**src/rtl/id_ex_fwd_stage.sv**
```systemverilog
// ID/EX pipeline register with bubble/hold control, load-use hazard detection
// and EX-stage operand forwarding select generation.
module id_ex_fwd_stage #(
  parameter int DATA_W = 32
) (
  input  logic              clk,
  input  logic              rst_n,
  input  logic              flush,
  input  logic              stall,
  input  logic [DATA_W-1:0] id_rd1,
  input  logic [DATA_W-1:0] id_rd2,
  input  logic [DATA_W-1:0] id_imm,
  input  logic [4:0]        id_rs1,
  input  logic [4:0]        id_rs2,
  input  logic [4:0]        id_rd,
  input  logic              id_regwrite,
  input  logic              id_memread,
  input  logic              id_memwrite,
  input  logic              id_memtoreg,
  input  logic              id_alusrc,
  input  logic [3:0]        id_aluop,
  input  logic [4:0]        exmem_rd,
  input  logic              exmem_regwrite,
  input  logic [4:0]        memwb_rd,
  input  logic              memwb_regwrite,
  output logic [DATA_W-1:0] ex_rd1,
  output logic [DATA_W-1:0] ex_rd2,
  output logic [DATA_W-1:0] ex_imm,
  output logic [4:0]        ex_rs1,
  output logic [4:0]        ex_rs2,
  output logic [4:0]        ex_rd,
  output logic              ex_regwrite,
  output logic              ex_memread,
  output logic              ex_memwrite,
  output logic              ex_memtoreg,
  output logic              ex_alusrc,
  output logic [3:0]        ex_aluop,
  output logic [1:0]        forward_a,
  output logic [1:0]        forward_b,
  output logic              load_use_stall,
  output logic [15:0]       bubble_count
);

  logic [DATA_W-1:0] r_ex_rd1, r_ex_rd2, r_ex_imm;
  logic [4:0]        r_ex_rs1, r_ex_rs2, r_ex_rd;
  logic              r_ex_regwrite, r_ex_memread, r_ex_memwrite, r_ex_memtoreg, r_ex_alusrc;
  logic [3:0]        r_ex_aluop;
  logic [15:0]       r_bubble_count;
  logic              w_load_use;
  logic              w_bubble;

  function automatic logic [15:0] sat_inc(input logic [15:0] v);
    return (v == 16'hFFFF) ? v : v + 16'd1;
  endfunction

  // EX/MEM wins over MEM/WB; x0 is hardwired zero so it is never forwarded.
  function automatic logic [1:0] fwd_sel(input logic [4:0] rs);
    if (exmem_regwrite && (exmem_rd != 5'd0) && (exmem_rd == rs))
      return 2'b10;
    else if (memwb_regwrite && (memwb_rd != 5'd0) && (memwb_rd == rs))
      return 2'b01;
    else
      return 2'b00;
  endfunction

  assign w_load_use = r_ex_memread && (r_ex_rd != 5'd0) &&
                      ((r_ex_rd == id_rs1) || (r_ex_rd == id_rs2));
  // Flush beats stall; stall beats a load-use bubble.
  assign w_bubble   = flush || (!stall && w_load_use);

  // ID -> EX stage boundary
  always_ff @(posedge clk or negedge rst_n) begin
    if (!rst_n) begin
      r_ex_rd1       <= '0;
      r_ex_rd2       <= '0;
      r_ex_imm       <= '0;
      r_ex_rs1       <= '0;
      r_ex_rs2       <= '0;
      r_ex_rd        <= '0;
      r_ex_regwrite  <= 1'b0;
      r_ex_memread   <= 1'b0;
      r_ex_memwrite  <= 1'b0;
      r_ex_memtoreg  <= 1'b0;
      r_ex_alusrc    <= 1'b0;
      r_ex_aluop     <= '0;
      r_bubble_count <= '0;
    end else if (w_bubble) begin
      r_ex_rd1       <= '0;
      r_ex_rd2       <= '0;
      r_ex_imm       <= '0;
      r_ex_rs1       <= '0;
      r_ex_rs2       <= '0;
      r_ex_rd        <= '0;
      r_ex_regwrite  <= 1'b0;
      r_ex_memread   <= 1'b0;
      r_ex_memwrite  <= 1'b0;
      r_ex_memtoreg  <= 1'b0;
      r_ex_alusrc    <= 1'b0;
      r_ex_aluop     <= '0;
      r_bubble_count <= sat_inc(r_bubble_count);
    end else if (!stall) begin
      r_ex_rd1       <= id_rd1;
      r_ex_rd2       <= id_rd2;
      r_ex_imm       <= id_imm;
      r_ex_rs1       <= id_rs1;
      r_ex_rs2       <= id_rs2;
      r_ex_rd        <= id_rd;
      r_ex_regwrite  <= id_regwrite;
      r_ex_memread   <= id_memread;
      r_ex_memwrite  <= id_memwrite;
      r_ex_memtoreg  <= id_memtoreg;
      r_ex_alusrc    <= id_alusrc;
      r_ex_aluop     <= id_aluop;
    end
  end

  assign ex_rd1         = r_ex_rd1;
  assign ex_rd2         = r_ex_rd2;
  assign ex_imm         = r_ex_imm;
  assign ex_rs1         = r_ex_rs1;
  assign ex_rs2         = r_ex_rs2;
  assign ex_rd          = r_ex_rd;
  assign ex_regwrite    = r_ex_regwrite;
  assign ex_memread     = r_ex_memread;
  assign ex_memwrite    = r_ex_memwrite;
  assign ex_memtoreg    = r_ex_memtoreg;
  assign ex_alusrc      = r_ex_alusrc;
  assign ex_aluop       = r_ex_aluop;
  assign bubble_count   = r_bubble_count;
  assign load_use_stall = w_load_use;
  assign forward_a      = fwd_sel(r_ex_rs1);
  assign forward_b      = fwd_sel(r_ex_rs2);

endmodule

```
**config.mk**
```make
export PLATFORM = sky130hd
export DESIGN_NAME = id_ex_fwd_stage
export DESIGN_NICKNAME = d
export VERILOG_FILES = /design/src/rtl/id_ex_fwd_stage.sv
export SDC_FILE = /design/constraint.sdc
export NUM_CORES = 1
export LEC_CHECK = 0
export ABC_AREA = 1
export CORE_MARGIN = 2
export CORE_UTILIZATION = 47
export DETAILED_ROUTE_END_ITERATION = 12
export HOLD_SLACK_MARGIN = 0.08
export PLACE_DENSITY = 0.86
export SLEW_MARGIN = 20
export SYNTH_ARGS = -nofsm -noshare
export SYNTH_HDL_FRONTEND = slang
export SYNTH_SLANG_ARGS = --single-unit
```
**constraint.sdc**
```tcl
create_clock -name clk -period 2.8 [get_ports clk]
set_clock_uncertainty 0.15 [all_clocks]
set_input_delay 0.28 -clock clk [delete_from_list [all_inputs] [get_ports clk]]
set_output_delay 0.28 -clock clk [all_outputs]
set_load 0.05 [all_outputs]
```
; ---- After elaboration in Yosys (flattened, before gate mapping)
; Index checks and enable logic that the tools add are counted.
; W data, S select, Z words.
[totals]
regBits = 136
romBits = 0
mem_count = 0
out_inout_bits = 141
latch_bits = 0
ramBits = 0
in_bits = 136
[classes]
shifts = 0
n_eq_ne = 8
n_div = 0
multipliers = 0
n_reduce_logical = 16
add_sub_neg = 1
n_mux = 28
bitwise_logic = 1
order_cmp = 0
[ops]
columns = op, count
row1 = $mux W32, 6
row2 = $eq A5 B5 Y1, 6
row3 = $mux W5, 6
row4 = $add A16 B1 Y16 const B, 1
row5 = $eq A16 B16 Y1 const B, 1
row6 = $reduce_bool A5 Y1, 3
row7 = $mux W1, 12
row8 = $logic_and A1 B1 Y1, 9
row9 = $mux W4, 2
row10 = $mux W2, 2
row11 = $logic_or A1 B1 Y1, 2
row12 = $ne A2 B1 Y1 const B, 1
row13 = $reduce_and A2 Y1, 1
row14 = $logic_not A1 Y1, 1
row15 = $not A1 Y1, 1

; ---- Depth between registers and ports, before layout
[logic_depth]
ltp_word = 6
mapped_depth = 12

; ---- Worst setup path before layout
; No wires, ideal clock.
[synth_timing]
path_kind = register -> output
start = register r_ex_rs2[0] (netlist: ex_rs2[0])
end = output port forward_b[0]
arrival_time_ps = 3144
path_stages_with_launch = 5
n_path_buf = 0
slack_ps = -774
path_cell_list = dfrtp_1 xnor2_1 nand3_1 nor4_1 nor3_1
[synth_via]
elab_chain_cells = 4
elab_cells_between_ends = 6
classes_between = 2 x eq/ne / 2 x mux / 2 x reduce/logical
[synth_rtl]
columns = element, line
row1 = from (decl), 45  ; logic [4:0] r_ex_rs1, r_ex_rs2, r_ex_rd;
row2 = from (signal assigned), 106  ; r_ex_rs2 <= id_rs2;
row3 = $eq A5 B5 Y1, 60  ; else if (memwb_regwrite && (memwb_rd != 5'd0) && (memwb_rd == rs))
row4 = $logic_and A1 B1 Y1, 60
row5 = $mux W1, 60
row6 = $mux W2 *, 58  ; if (exmem_regwrite && (exmem_rd != 5'd0) && (exmem_rd == rs))
row7 = to (decl), 39  ; output logic [1:0] forward_b,
; Every way passes the cells marked *; elsewhere a longest branch is shown, timed or not.

; ---- Worst setup path in the final report
[layout_timing]
start = register r_ex_rd[4] (netlist: ex_rd[4])
end = output port ex_rd[4]
[layout_rtl]
columns = element, line
row1 = from (decl), 45
row2 = from (signal assigned), 107  ; r_ex_rd <= id_rd;
row3 = to (decl), 31  ; output logic [4:0] ex_rd,
; No word-level cell between the ends.

==> metrics.md <==
| Metric | Value |
|---|---|
| Cell Chain, Critical Path | clkdlybuf4s50_1 |
| Sw Ratio | 0.3151 |
| Layout cells sized above 1 | 0.1600 |
| Power density cells | between 500 and 600 mW/mm^2 |
| VDD IR max | 0.3913 mV |
| Hold Violations, Final | 0 |
| Req. time, crit path | between 2 and 2.5 ns |
| Gpl congestion | just under 0.9 |
| Min Tclk post-route | roughly 2.2 ns |
| Crit path kind | reg2out |
| Critical path startpoint | ex_rd[4] |
| Num ports | ~280 |
| Post-synth top area cell | dfrtp_1 |
| CP Capture Type | output pin |
| H-tree Lvls | 4 |
| Finish-stage setup viols | 0 |
| Final worst slack | ~0.64 ns |
| Max Clk Rate | between 400 and 500 MHz |
| Multi-input logic area | slightly below 0.003 mm^2 |
| Buffers and inverters on the worst path | 1 |
| Core area | between 0.01 and 0.015 mm^2 |
| Flops & latches, synth | about 140 |
| EDFF count, synth | 0 |
| Max-cap check violation count | 0 |
| Area growth syn-to-layout | 49.84% |
| Worst path top cell family by delay | buffers and inverters |
| Setup repair bufs after CTS | 0 |
| Internal cell power | 3.997 mW |
| Dominant synthesized flop cell | dfrtp_1 |
| Post-synth ARST share | 1.000 |
| Worst r2r path cells | 10 |
| Post-synthesis average cell area | around 9.1 um^2 |
| Finished Core Util | 0.7292 |
| Row count | 43 |
| Detail Route Antenna Nets | 0 |
| Synth top area share | 0.4999 |
| Reg area | 0.003403 mm^2 |
| Slowest stage cell, crit path | clkdlybuf4s50_1 |
| Most frequent cells in the layout | clkdlybuf4s50_1 (269), nand2_1 (194), nand3_1 (140) |
| Clock sink count | 136 |
| Max stage delay on crit path | 0.88 ns |
| Syn nets | roughly 900 |
| Mapped Cells | between 700 and 800 |
| GRT Util Overall | 0.2547 |
| Seq pwr share | 0.378 |
| Die area | around 0.015 mm^2 |
| # resized after CTS | 0 |
| Outcome | finished clean |
| Mapped cell area | 0.006808 mm^2 |
| Area contributors post-synth | dfrtp_1 (50%), o21ai_2 (12%), nand2_1 (11%) |
| Longest Clk Path Bufs | 2 |
| YS warnings | 0 |
| HP Class | in2async |
| Grt ovf | 0 |
| Net switching power | between 1.5 and 2 mW |
| DR vias/cell | 5.262 |
| Nets | 1143 |
| 1st-pass router iterations | 5 |
| Largest net degree at the start of global routing | about 100 |
| Worst Path Max Fanout | 5 |
| Total Neg Setup Slack | 0 ns |
| First-pass GRT wire length | 32.25 mm |
| Height of the die | 124.4 um |
| Worst Path Arrival | about 1.7 ns |
| Worst hold slack | 0.2392 ns |
| Post-synthesis cell type count | 26 |
| Post-placement worst setup slack | 0.5924 ns |
| Vias | ~6300 |
| R2r startpoint | bubble_count[1] |
| Period utilisation layout | 0.7701 |
| CP endpoint | ex_rd[4] |
| Slew @ Worst Pin | between 0.6 and 0.7 ns |
| CTS root buf | clkbuf_16 |
| Leakage Power | around 4.5 nW |
| Crit path depth | 1 |
| Clk network pwr share | 0.375 |
| Reg2reg setup slack | 0.80 ns |
| Most common cell after layout, fill and taps aside | clkdlybuf4s50_1 |
| Diode count | 0 |
| Number of buffers created by CTS | 17 |
| Setup crit start kind | flip-flop |
| Starting Density | 0.4867 |
| Avg WL per Cell | around 16 um |
| DIE WIDTH | roughly 120 um |
| DRC | 0 |
| Slew HR | 0.5526 |
| Initial DRC count | a little under 500 |
| Vias in the first global route | ~6400 |
| Port buffer count | between 200 and 300 |
| Clock Latency Late Sink | a little over 0.4 ns |
| Final wirelength | a little under 20 mm |
| Final Max Slew Viols | 0 |
| RSZ-0062 raised after global routing | false |
| Initial antenna violation count | 0 |
| TritonCTS clock tree | built |
| Comb pwr share | 0.247 |
| Sequential share of the synthesized area | 0.4999 |
| Worst-path clk slew | 0.06 ns |
| Filler instances | approximately 1000 |
| Reg2reg end | bubble_count[15] |
| DP HPWL | ~13 mm |
-- what timing repair did --
item,4_1_cts,5_1_grt
hold buffers,1,0
endpoints found under the setup margin,0,0
hold endpoints to repair,55,0
-- layer usage --
layer  share of wire  track usage
met2            0.49       0.4266
met4           0.021      0.08857
met1            0.39       0.3051
met3           0.094      0.08935
met5               0            0
-- state kept, by name (all words and copies together) (netlist names), 4 cells and up --
| signal | flops |
|---|---|
| ex_rs2 | 5 |
| ex_rd1 | 32 |
| ex_rd | 5 |
| ex_aluop | 4 |
| ex_rs1 | 5 |
| bubble_count | 16 |
| ex_imm | 32 |
| ex_rd2 | 32 |
-- metrics by stage --
step / std cells / power, mW / cell area [um^2]
floorplan: 752 / 3.088 / 6820
CTS: 1199 / 5.878 / 10200
global placement: 1166 / 3.665 / 9609
finish: 1199 / 5.835 / 10200
detailed placement: 1166 / 3.682 / 9609
global route: 1199 / 6.074 / 10200
-- Yosys cell counts (6+ instances only) --
cell type  instances
nand2_1          194
nand3_1          140
dfrtp_1          136
o21ai_2           95
clkbuf_1          37
inv_1             31
o21ai_0           23
nor2_1            20
xor2_1            16
xnor2_1           13
buf_8              9
nor3_1             6
-- power by group through the flow --
stage | logic (mW) | registers, mW | clock network [mW]
after floorplan | 0.408 | 2.68 | 0
after global placement | 1.43 | 2.23 | 0
after detailed placement | 1.45 | 2.24 | 0
after CTS | 1.45 | 2.20 | 2.22
after global routing | 1.53 | 2.22 | 2.32
final | 1.44 | 2.20 | 2.19
-- area by class of cell --
cell class,count,area share
Clock buffer,20,0.04477
Timing Repair Buffer,289,0.2866
Inverter,34,0.01276
Clock inverter,12,0.01227
Sequential cell,136,0.3336
Multi-Input combinational cell,528,0.2879
Tap cell,180,0.02208
-- cells by family after synthesis --
kind of cell | share of synthesized area
XOR/XNOR | 0.03731
AO/OA/AOI/OAI | 0.1446
adder cells (fa/ha/maj) | 0.001838
AND/OR/NAND/NOR | 0.2437
flip-flops | 0.4999
buffers and inverters | 0.07260
-- how the worst min path moves through the flow --
stage	cells after the start	start	slack, ns	to
4_1_cts	2	rst_n	0.25	ex_rd2[18]
2_1_floorplan	0	rst_n	-0.17	bubble_count[0]
3_3_place_gp	1	rst_n	0.13	ex_rd2[18]
6_report	2	rst_n	0.24	ex_rd2[18]
3_5_place_dp	1	rst_n	0.13	ex_rd2[18]
5_1_grt	3	id_rd2[5]	0.26	ex_rd2[5]
No activity file was read; power rests on OpenSTA's default activity.
